--- src/rtl/reg_scoreboard_if.sv ---
// Issue-pair scoreboard interface.
// Bundles the issue-side request signals (both pipe slots, HI/LO traffic,
// multiply/divide completion, flush) and the scoreboard responses
// (stall, second_hold, busy_mask, hilo_busy).
//   master : issue logic driving requests and consuming responses
//   slave  : the scoreboard itself
interface reg_scoreboard_if #(
  parameter int NREG = 32,
  parameter int LATW = 2
);
  // Main-pipe slot
  logic            first_issue;
  logic            first_dst_en;
  logic [4:0]      first_dst_addr;
  logic [LATW-1:0] first_lat;
  logic [4:0]      first_src_a;
  logic [4:0]      first_src_b;
  logic            first_hilo_wr;
  logic            first_hilo_rd;
  // Auxiliary-pipe slot
  logic            second_issue;
  logic            second_dst_en;
  logic [4:0]      second_dst_addr;
  logic [LATW-1:0] second_lat;
  logic [4:0]      second_src_a;
  logic [4:0]      second_src_b;
  logic            second_hilo_wr;
  logic            second_hilo_rd;
  // Global events
  logic            muldiv_done;
  logic            flush;
  // Responses
  logic            stall;
  logic            second_hold;
  logic [NREG-1:0] busy_mask;
  logic            hilo_busy;

  modport master (
    output first_issue, first_dst_en, first_dst_addr, first_lat,
           first_src_a, first_src_b, first_hilo_wr, first_hilo_rd,
           second_issue, second_dst_en, second_dst_addr, second_lat,
           second_src_a, second_src_b, second_hilo_wr, second_hilo_rd,
           muldiv_done, flush,
    input  stall, second_hold, busy_mask, hilo_busy
  );

  modport slave (
    input  first_issue, first_dst_en, first_dst_addr, first_lat,
           first_src_a, first_src_b, first_hilo_wr, first_hilo_rd,
           second_issue, second_dst_en, second_dst_addr, second_lat,
           second_src_a, second_src_b, second_hilo_wr, second_hilo_rd,
           muldiv_done, flush,
    output stall, second_hold, busy_mask, hilo_busy
  );
endinterface

--- src/rtl/reg_scoreboard.sv ---
// Dual-issue register scoreboard.
// Tracks, per GPR, how many cycles remain until its pending result becomes
// forwardable, plus a single HI/LO-pending flag for the multiply/divide unit.
// Ports:
//   clk : rising-edge clock
//   rst : asynchronous, active-high reset
//   sb  : reg_scoreboard_if.slave -- issue requests in, stall/second_hold,
//         busy_mask and hilo_busy out
// r0 is hard-wired ready: its counter is never loaded.
module reg_scoreboard #(
  parameter int NREG = 32,
  parameter int LATW = 2
) (
  input logic              clk,
  input logic              rst,
  reg_scoreboard_if.slave  sb
);

  logic [LATW-1:0] cnt      [NREG];
  logic [LATW-1:0] cnt_next [NREG];
  logic [NREG-1:0] busy;
  logic            hilo_busy_q;
  logic            ld_first;
  logic            ld_second;
  logic            hilo_set;
  logic            stall_c;
  logic            hold_c;

  // A source is not-ready when it names a tracked register with a pending result.
  function automatic logic not_ready(input logic [4:0] a, input logic [NREG-1:0] mask);
    return (a != 5'd0) && (int'(a) < NREG) && mask[a];
  endfunction

  // Intra-pair RAW: the second slot reads what the first slot writes this
  // cycle. A zero-latency (ALU) producer is covered by forwarding.
  function automatic logic pair_dep(input logic [4:0] s);
    return sb.first_dst_en && (sb.first_dst_addr != 5'd0) &&
           (s == sb.first_dst_addr) && (sb.first_lat != '0);
  endfunction

  assign ld_first  = sb.first_issue  && sb.first_dst_en  && (sb.first_dst_addr  != 5'd0);
  assign ld_second = sb.second_issue && sb.second_dst_en && (sb.second_dst_addr != 5'd0);
  assign hilo_set  = (sb.first_issue && sb.first_hilo_wr) || (sb.second_issue && sb.second_hilo_wr);

  // Next counter values: saturating decrement, overridden by a new load.
  // The second slot is applied last so the younger instruction wins.
  always_comb begin
    for (int r = 0; r < NREG; r++) begin
      cnt_next[r] = (cnt[r] != '0) ? cnt[r] - LATW'(1) : '0;
      if (ld_first && (int'(sb.first_dst_addr) == r))
        cnt_next[r] = sb.first_lat;
      if (ld_second && (int'(sb.second_dst_addr) == r))
        cnt_next[r] = sb.second_lat;
    end
  end

  // NOTE: the counter array is reset like ordinary flops (not left to power-up
  // garbage) because stale nonzero entries would stall issue after reset.
  always_ff @(posedge clk or posedge rst) begin
    if (rst) begin
      for (int r = 0; r < NREG; r++) cnt[r] <= '0;
      hilo_busy_q <= 1'b0;
    end else if (sb.flush) begin
      for (int r = 0; r < NREG; r++) cnt[r] <= '0;
      hilo_busy_q <= 1'b0;
    end else begin
      for (int r = 0; r < NREG; r++) cnt[r] <= cnt_next[r];
      // Set beats clear: a new mult/div issued alongside completion keeps HI/LO busy.
      if (hilo_set)
        hilo_busy_q <= 1'b1;
      else if (sb.muldiv_done)
        hilo_busy_q <= 1'b0;
    end
  end

  always_comb begin
    for (int r = 0; r < NREG; r++) busy[r] = (cnt[r] != '0);
  end

  // NOTE: every output of this block gets a default first so no latch is inferred.
  always_comb begin
    stall_c = 1'b0;
    hold_c  = 1'b0;
    if (not_ready(sb.first_src_a, busy) || not_ready(sb.first_src_b, busy) ||
        (sb.first_hilo_rd && hilo_busy_q))
      stall_c = 1'b1;
    if (not_ready(sb.second_src_a, busy) || not_ready(sb.second_src_b, busy) ||
        pair_dep(sb.second_src_a) || pair_dep(sb.second_src_b) ||
        (sb.second_hilo_rd && (hilo_busy_q || sb.first_hilo_wr)))
      hold_c = 1'b1;
    // Holding the whole pair already covers the second slot.
    if (stall_c)
      hold_c = 1'b0;
  end

  assign sb.stall       = stall_c;
  assign sb.second_hold = hold_c;
  assign sb.busy_mask   = busy;
  assign sb.hilo_busy   = hilo_busy_q;

endmodule

--- src/flat_wrapper.sv ---
// flat-port wrapper written by rule: the top's interface ports become plain ports
module reg_scoreboard_flat 
#(
  parameter int NREG = 32,
  parameter int LATW = 2
)
  (clk, rst, sb_first_issue, sb_first_dst_en, sb_first_dst_addr, sb_first_lat, sb_first_src_a, sb_first_src_b, sb_first_hilo_wr, sb_first_hilo_rd, sb_second_issue, sb_second_dst_en, sb_second_dst_addr, sb_second_lat, sb_second_src_a, sb_second_src_b, sb_second_hilo_wr, sb_second_hilo_rd, sb_muldiv_done, sb_flush, sb_stall, sb_second_hold, sb_busy_mask, sb_hilo_busy);
  reg_scoreboard_if #(.NREG(NREG), .LATW(LATW)) sb_i ();
  input logic clk;
  input logic rst;
  input wire logic [$bits(sb_i.first_issue)-1:0] sb_first_issue;
  input wire logic [$bits(sb_i.first_dst_en)-1:0] sb_first_dst_en;
  input wire logic [$bits(sb_i.first_dst_addr)-1:0] sb_first_dst_addr;
  input wire logic [$bits(sb_i.first_lat)-1:0] sb_first_lat;
  input wire logic [$bits(sb_i.first_src_a)-1:0] sb_first_src_a;
  input wire logic [$bits(sb_i.first_src_b)-1:0] sb_first_src_b;
  input wire logic [$bits(sb_i.first_hilo_wr)-1:0] sb_first_hilo_wr;
  input wire logic [$bits(sb_i.first_hilo_rd)-1:0] sb_first_hilo_rd;
  input wire logic [$bits(sb_i.second_issue)-1:0] sb_second_issue;
  input wire logic [$bits(sb_i.second_dst_en)-1:0] sb_second_dst_en;
  input wire logic [$bits(sb_i.second_dst_addr)-1:0] sb_second_dst_addr;
  input wire logic [$bits(sb_i.second_lat)-1:0] sb_second_lat;
  input wire logic [$bits(sb_i.second_src_a)-1:0] sb_second_src_a;
  input wire logic [$bits(sb_i.second_src_b)-1:0] sb_second_src_b;
  input wire logic [$bits(sb_i.second_hilo_wr)-1:0] sb_second_hilo_wr;
  input wire logic [$bits(sb_i.second_hilo_rd)-1:0] sb_second_hilo_rd;
  input wire logic [$bits(sb_i.muldiv_done)-1:0] sb_muldiv_done;
  input wire logic [$bits(sb_i.flush)-1:0] sb_flush;
  output wire logic [$bits(sb_i.stall)-1:0] sb_stall;
  output wire logic [$bits(sb_i.second_hold)-1:0] sb_second_hold;
  output wire logic [$bits(sb_i.busy_mask)-1:0] sb_busy_mask;
  output wire logic [$bits(sb_i.hilo_busy)-1:0] sb_hilo_busy;
  assign sb_i.first_issue = sb_first_issue;
  assign sb_i.first_dst_en = sb_first_dst_en;
  assign sb_i.first_dst_addr = sb_first_dst_addr;
  assign sb_i.first_lat = sb_first_lat;
  assign sb_i.first_src_a = sb_first_src_a;
  assign sb_i.first_src_b = sb_first_src_b;
  assign sb_i.first_hilo_wr = sb_first_hilo_wr;
  assign sb_i.first_hilo_rd = sb_first_hilo_rd;
  assign sb_i.second_issue = sb_second_issue;
  assign sb_i.second_dst_en = sb_second_dst_en;
  assign sb_i.second_dst_addr = sb_second_dst_addr;
  assign sb_i.second_lat = sb_second_lat;
  assign sb_i.second_src_a = sb_second_src_a;
  assign sb_i.second_src_b = sb_second_src_b;
  assign sb_i.second_hilo_wr = sb_second_hilo_wr;
  assign sb_i.second_hilo_rd = sb_second_hilo_rd;
  assign sb_i.muldiv_done = sb_muldiv_done;
  assign sb_i.flush = sb_flush;
  assign sb_stall = sb_i.stall;
  assign sb_second_hold = sb_i.second_hold;
  assign sb_busy_mask = sb_i.busy_mask;
  assign sb_hilo_busy = sb_i.hilo_busy;
  reg_scoreboard #(.NREG(NREG), .LATW(LATW)) u_core (.clk(clk), .rst(rst), .sb(sb_i));
endmodule
--- config.mk ---
export PLATFORM = sky130hd
export DESIGN_NAME = reg_scoreboard_flat
export DESIGN_NICKNAME = d
export VERILOG_FILES = /design/src/rtl/reg_scoreboard_if.sv /design/src/rtl/reg_scoreboard.sv /design/src/flat_wrapper.sv
export SDC_FILE = /design/constraint.sdc
export NUM_CORES = 1
export LEC_CHECK = 0
export CAP_MARGIN = 10
export CORE_UTILIZATION = 55
export CTS_CLUSTER_DIAMETER = 200
export DETAILED_ROUTE_END_ITERATION = 6
export PLACE_DENSITY_LB_ADDON = 0.3
export SLEW_MARGIN = 20
export SYNTH_ARGS = -nofsm -noshare
export SYNTH_HDL_FRONTEND = slang
export SYNTH_SLANG_ARGS = --single-unit
--- constraint.sdc ---
create_clock -name clk -period 2.65 [get_ports clk]
set_input_delay 0.3975 -clock clk [delete_from_list [all_inputs] [get_ports clk]]
set_output_delay 0.3975 -clock clk [all_outputs]
set_load 0.03 [all_outputs]
==> key figures, run 1 <==
Status
  – Status: complete, but fails checks
  – Violated checks: setup timing

Detailed routing
  – DR vias/cell: approximately 6.5
  – Drc violations: 0
  – Post-Route WL: 19900 um
  – Pre-antenna DRT Iters: 6
  – Avg WL per Cell: 21.2 um
  – Final ANT Viol Nets: 0
  – Via Count: 6149
  – DRT iter0 DRCs: 654

Global route
  – Largest net degree at the start of global routing: 40
  – Vias in the first global route: between 5000 and 6000
  – Tot GR Track Use: 41.0%
  – Global-route wire length before repair: 30900 um
  – Initial antenna violation count: 0
  – Total congestion overflow: 0

Floorplanning
  – Initial Util: 57.1%
  – Die X: between 100 and 150 um
  – Num rows: 35
  – Core area: 0.00933 sq mm
  – DIE AREA: approximately 0.01 sq mm
  – Die Ht: 100 um
  – Num ports: 81

Layout
  – Layout Cells excl Fill: 940
  – Commonest non-fill, non-tap cell in the layout: buf_4
  – Final core occ: 78.5%
  – Fin area: 0.00732 sq mm
  – Layout cells sized above 1: 24.7%
  – Syn-to-layout area delta: 37.4%
  – Net count, final: roughly 850
  – Most frequent cells in the layout: buf_4 (107), nor2_1 (98), clkdlybuf4s50_1 (72)
  – Fill cells: about 650

Place
  – Port bufs: 80
  – Dpl cells: 910
  – Dpl cell area: 0.00689 sq mm
  – Detailed-placement wirelength estimate: 14700 um
  – Placer's final routability congestion estimate: 0.942

Timing
  – Worst-Margin Slew: ~650 ps
  – Final WS setup: -300 ps
  – Max Transition Viols Final: 0
  – Final TNS setup: -554 ps
  – Worst relative slew slack: 56.7%
  – Crit path time final: 2950 ps
  – Achievable Freq: about 0.34 GHz
  – Unrepaired setup endpoints after global routing: true
  – Max Clock Skew: 8.26 ps
  – Final setup viols: 2
  – Fin crit share: 111%
  – Hold violation count in the final report: 0

Logic synthesis
  – EDFF count, synth: 0
  – Mapped Nets: approximately 690
  – Top_reg_cell synth: dfrtp_1
  – Syn_area_per_cell: 8.30 sq um
  – Number of distinct library cells after synthesis: 48
  – Gate Count Post-Synth: 642
  – Async SR Flop Fraction: 100%
  – Post-synthesis sequential area ratio: 30.5%
  – Netlist area before placement: roughly 0.0053 sq mm
  – Ys Warns: 0
  – #FFs+latches synth: 65

CTS
  – CTS max path bufs: 2
  – Clk slew on worst S/H paths: around 70 ps
  – CTS Buf Count: 9
  – Clk sinks: 65
  – TritonCTS clock tree: built
  – Hold Buf Count CTS: 0
  – H-Tree Depth: 3
  – CTS Root Cell: clkbuf_8
  – Clock Latency Late Sink: 360 ps

Setup path
  – CP startpoint kind: register
  – Critical path endpoint category: output port
  – Worst Path Arrival: 2550 ps
  – Reg2reg path depth: 3
  – FF-to-FF setup slack: 1170 ps
  – Kind of critical path: register to output port
  – Critical Path Fanout Max: 3
  – Critical Path RT: roughly 2300 ps
  – RR Endpoint: u_core.cnt[0]
  – R2R Path Start: u_core.cnt[0]

Flow run
  – Max Cap Viol: 0

Power and ir drop
  – Maximum vdd drop: about 0.00035 V
  – Leak pwr: 0.00315 uW
  – PwrDens: between 300 and 400 mW/mm^2

Hold path
  – Hold/Removal Path Class: input pin to async pin
## worst max-delay path by stage
stage,slack [ps],cells after the start,startpoint,endpoint
floorplan,60,7,u_core.cnt[36],sb_second_hold
global placement,-350,8,sb_first_src_b[0],sb_second_hold
detailed placement,-410,8,sb_first_src_a[2],sb_second_hold
CTS,-290,8,u_core.cnt[11],sb_second_hold
global route,-340,8,u_core.cnt[37],sb_second_hold
finish,-300,8,u_core.cnt[14],sb_second_hold
## worst max-delay path, cell delays in order, from the launching register on
cell and delay [ps]:
dfrtp_1 390, nor2_1 140, buf_4 160, mux4_1 210, mux2i_1 70, mux4_2 460, or4_4 460, a31oi_4 160
buf_6 150
## logic make-up (layout without fill, tap and decap cells)
group,count (synthesis),after routing,share of synthesized area [%]
buffers and inverters,85,253,6.69
xor gates and xnor gates,10,10,1.64
and+or+nand+nor,324,324,28.9
muxes,54,54,17.3
AOI/OAI and AO/OA,104,104,15.0
other,0,1,0
DFF,65,65,30.5
## sequential cells by signal (all words and copies together), names as in the netlist
signal,cells
u_core.sb.hilo_busy,1
u_core.cnt,64
## final cells by class
class,count,area (sq um),share of cell area (%)
repair buffers,195,1720,23.5
clock inverters,3,40.0,0.547
flip-flops and latches,65,1630,22.2
inverters,42,160,2.19
multi-input cells,492,3460,47.3
clock buffers,13,149,2.03
well taps,129,161,2.20
diodes,1,2.50,0.0342
## power breakdown
part / leakage [uW] / switching [uW] / internal, uW / total, uW
Sequential: 0.000906 / 7.39 / 999 / 1010
Clock: 0.0000974 / 388 / 458 / 846
Combinational: 0.00214 / 294 / 232 / 526
Total: 0.00315 / 689 / 1690 / 2380
## stage by stage
step           total power (uW)  setup WS, ps  hold slack [ps]
3_5_place_dp               1520          -411              440
3_3_place_gp               1510          -352              430
4_1_cts                    2350          -286              447
2_1_floorplan              1270          59.6              415
6_report                   2380          -300              429
5_1_grt                    2440          -341              479
## cells in the mapped netlist, drive strengths merged (8+ instances only)
library cell,n,area (sq um)
a311oi,30,263
mux4,28,657
clkbuf,27,101
nand3,19,95.1
or3b,13,114
buf,16,96.3
o21ai,11,55.1
nor2,120,463
mux2i,23,230
nor3b,13,97.6
nor3,48,240
a211oi,29,218
dfrtp,65,1630
or3,8,50.1
nand2,70,263
nand2b,8,50.1
inv,41,154
o211ai,11,82.6
## per-layer routing
metal | up-vias | global-route usage (%) | wire length, um
met5 | - | 0 | 0
met4 | 0 | 23.1 | 1050
met3 | 102 | 8.15 | 2110
met2 | 441 | 66.2 | 9290
met1 | 2937 | 51.6 | 7490
li1 | 2669 | - | -
## repair_timing
item	in CTS	in global routing
buffers inserted	5	6
resized for setup	29	15
cloned	2	0
pin swaps	0	4
endpoints found under the setup margin	2	2
Note: power is estimated with default switching activity, not from simulation.
==> run 2, diff against run 1 <==
--- a/config.mk
+++ b/config.mk
@@ -7,7 +7,6 @@
 export LEC_CHECK = 0
 export CAP_MARGIN = 10
 export CORE_UTILIZATION = 55
-export CTS_CLUSTER_DIAMETER = 200
 export DETAILED_ROUTE_END_ITERATION = 6
 export PLACE_DENSITY_LB_ADDON = 0.3
 export SLEW_MARGIN = 20
==> results of run 2 <==
No change in the layout: final DEF, timing and power equal those of run 1.
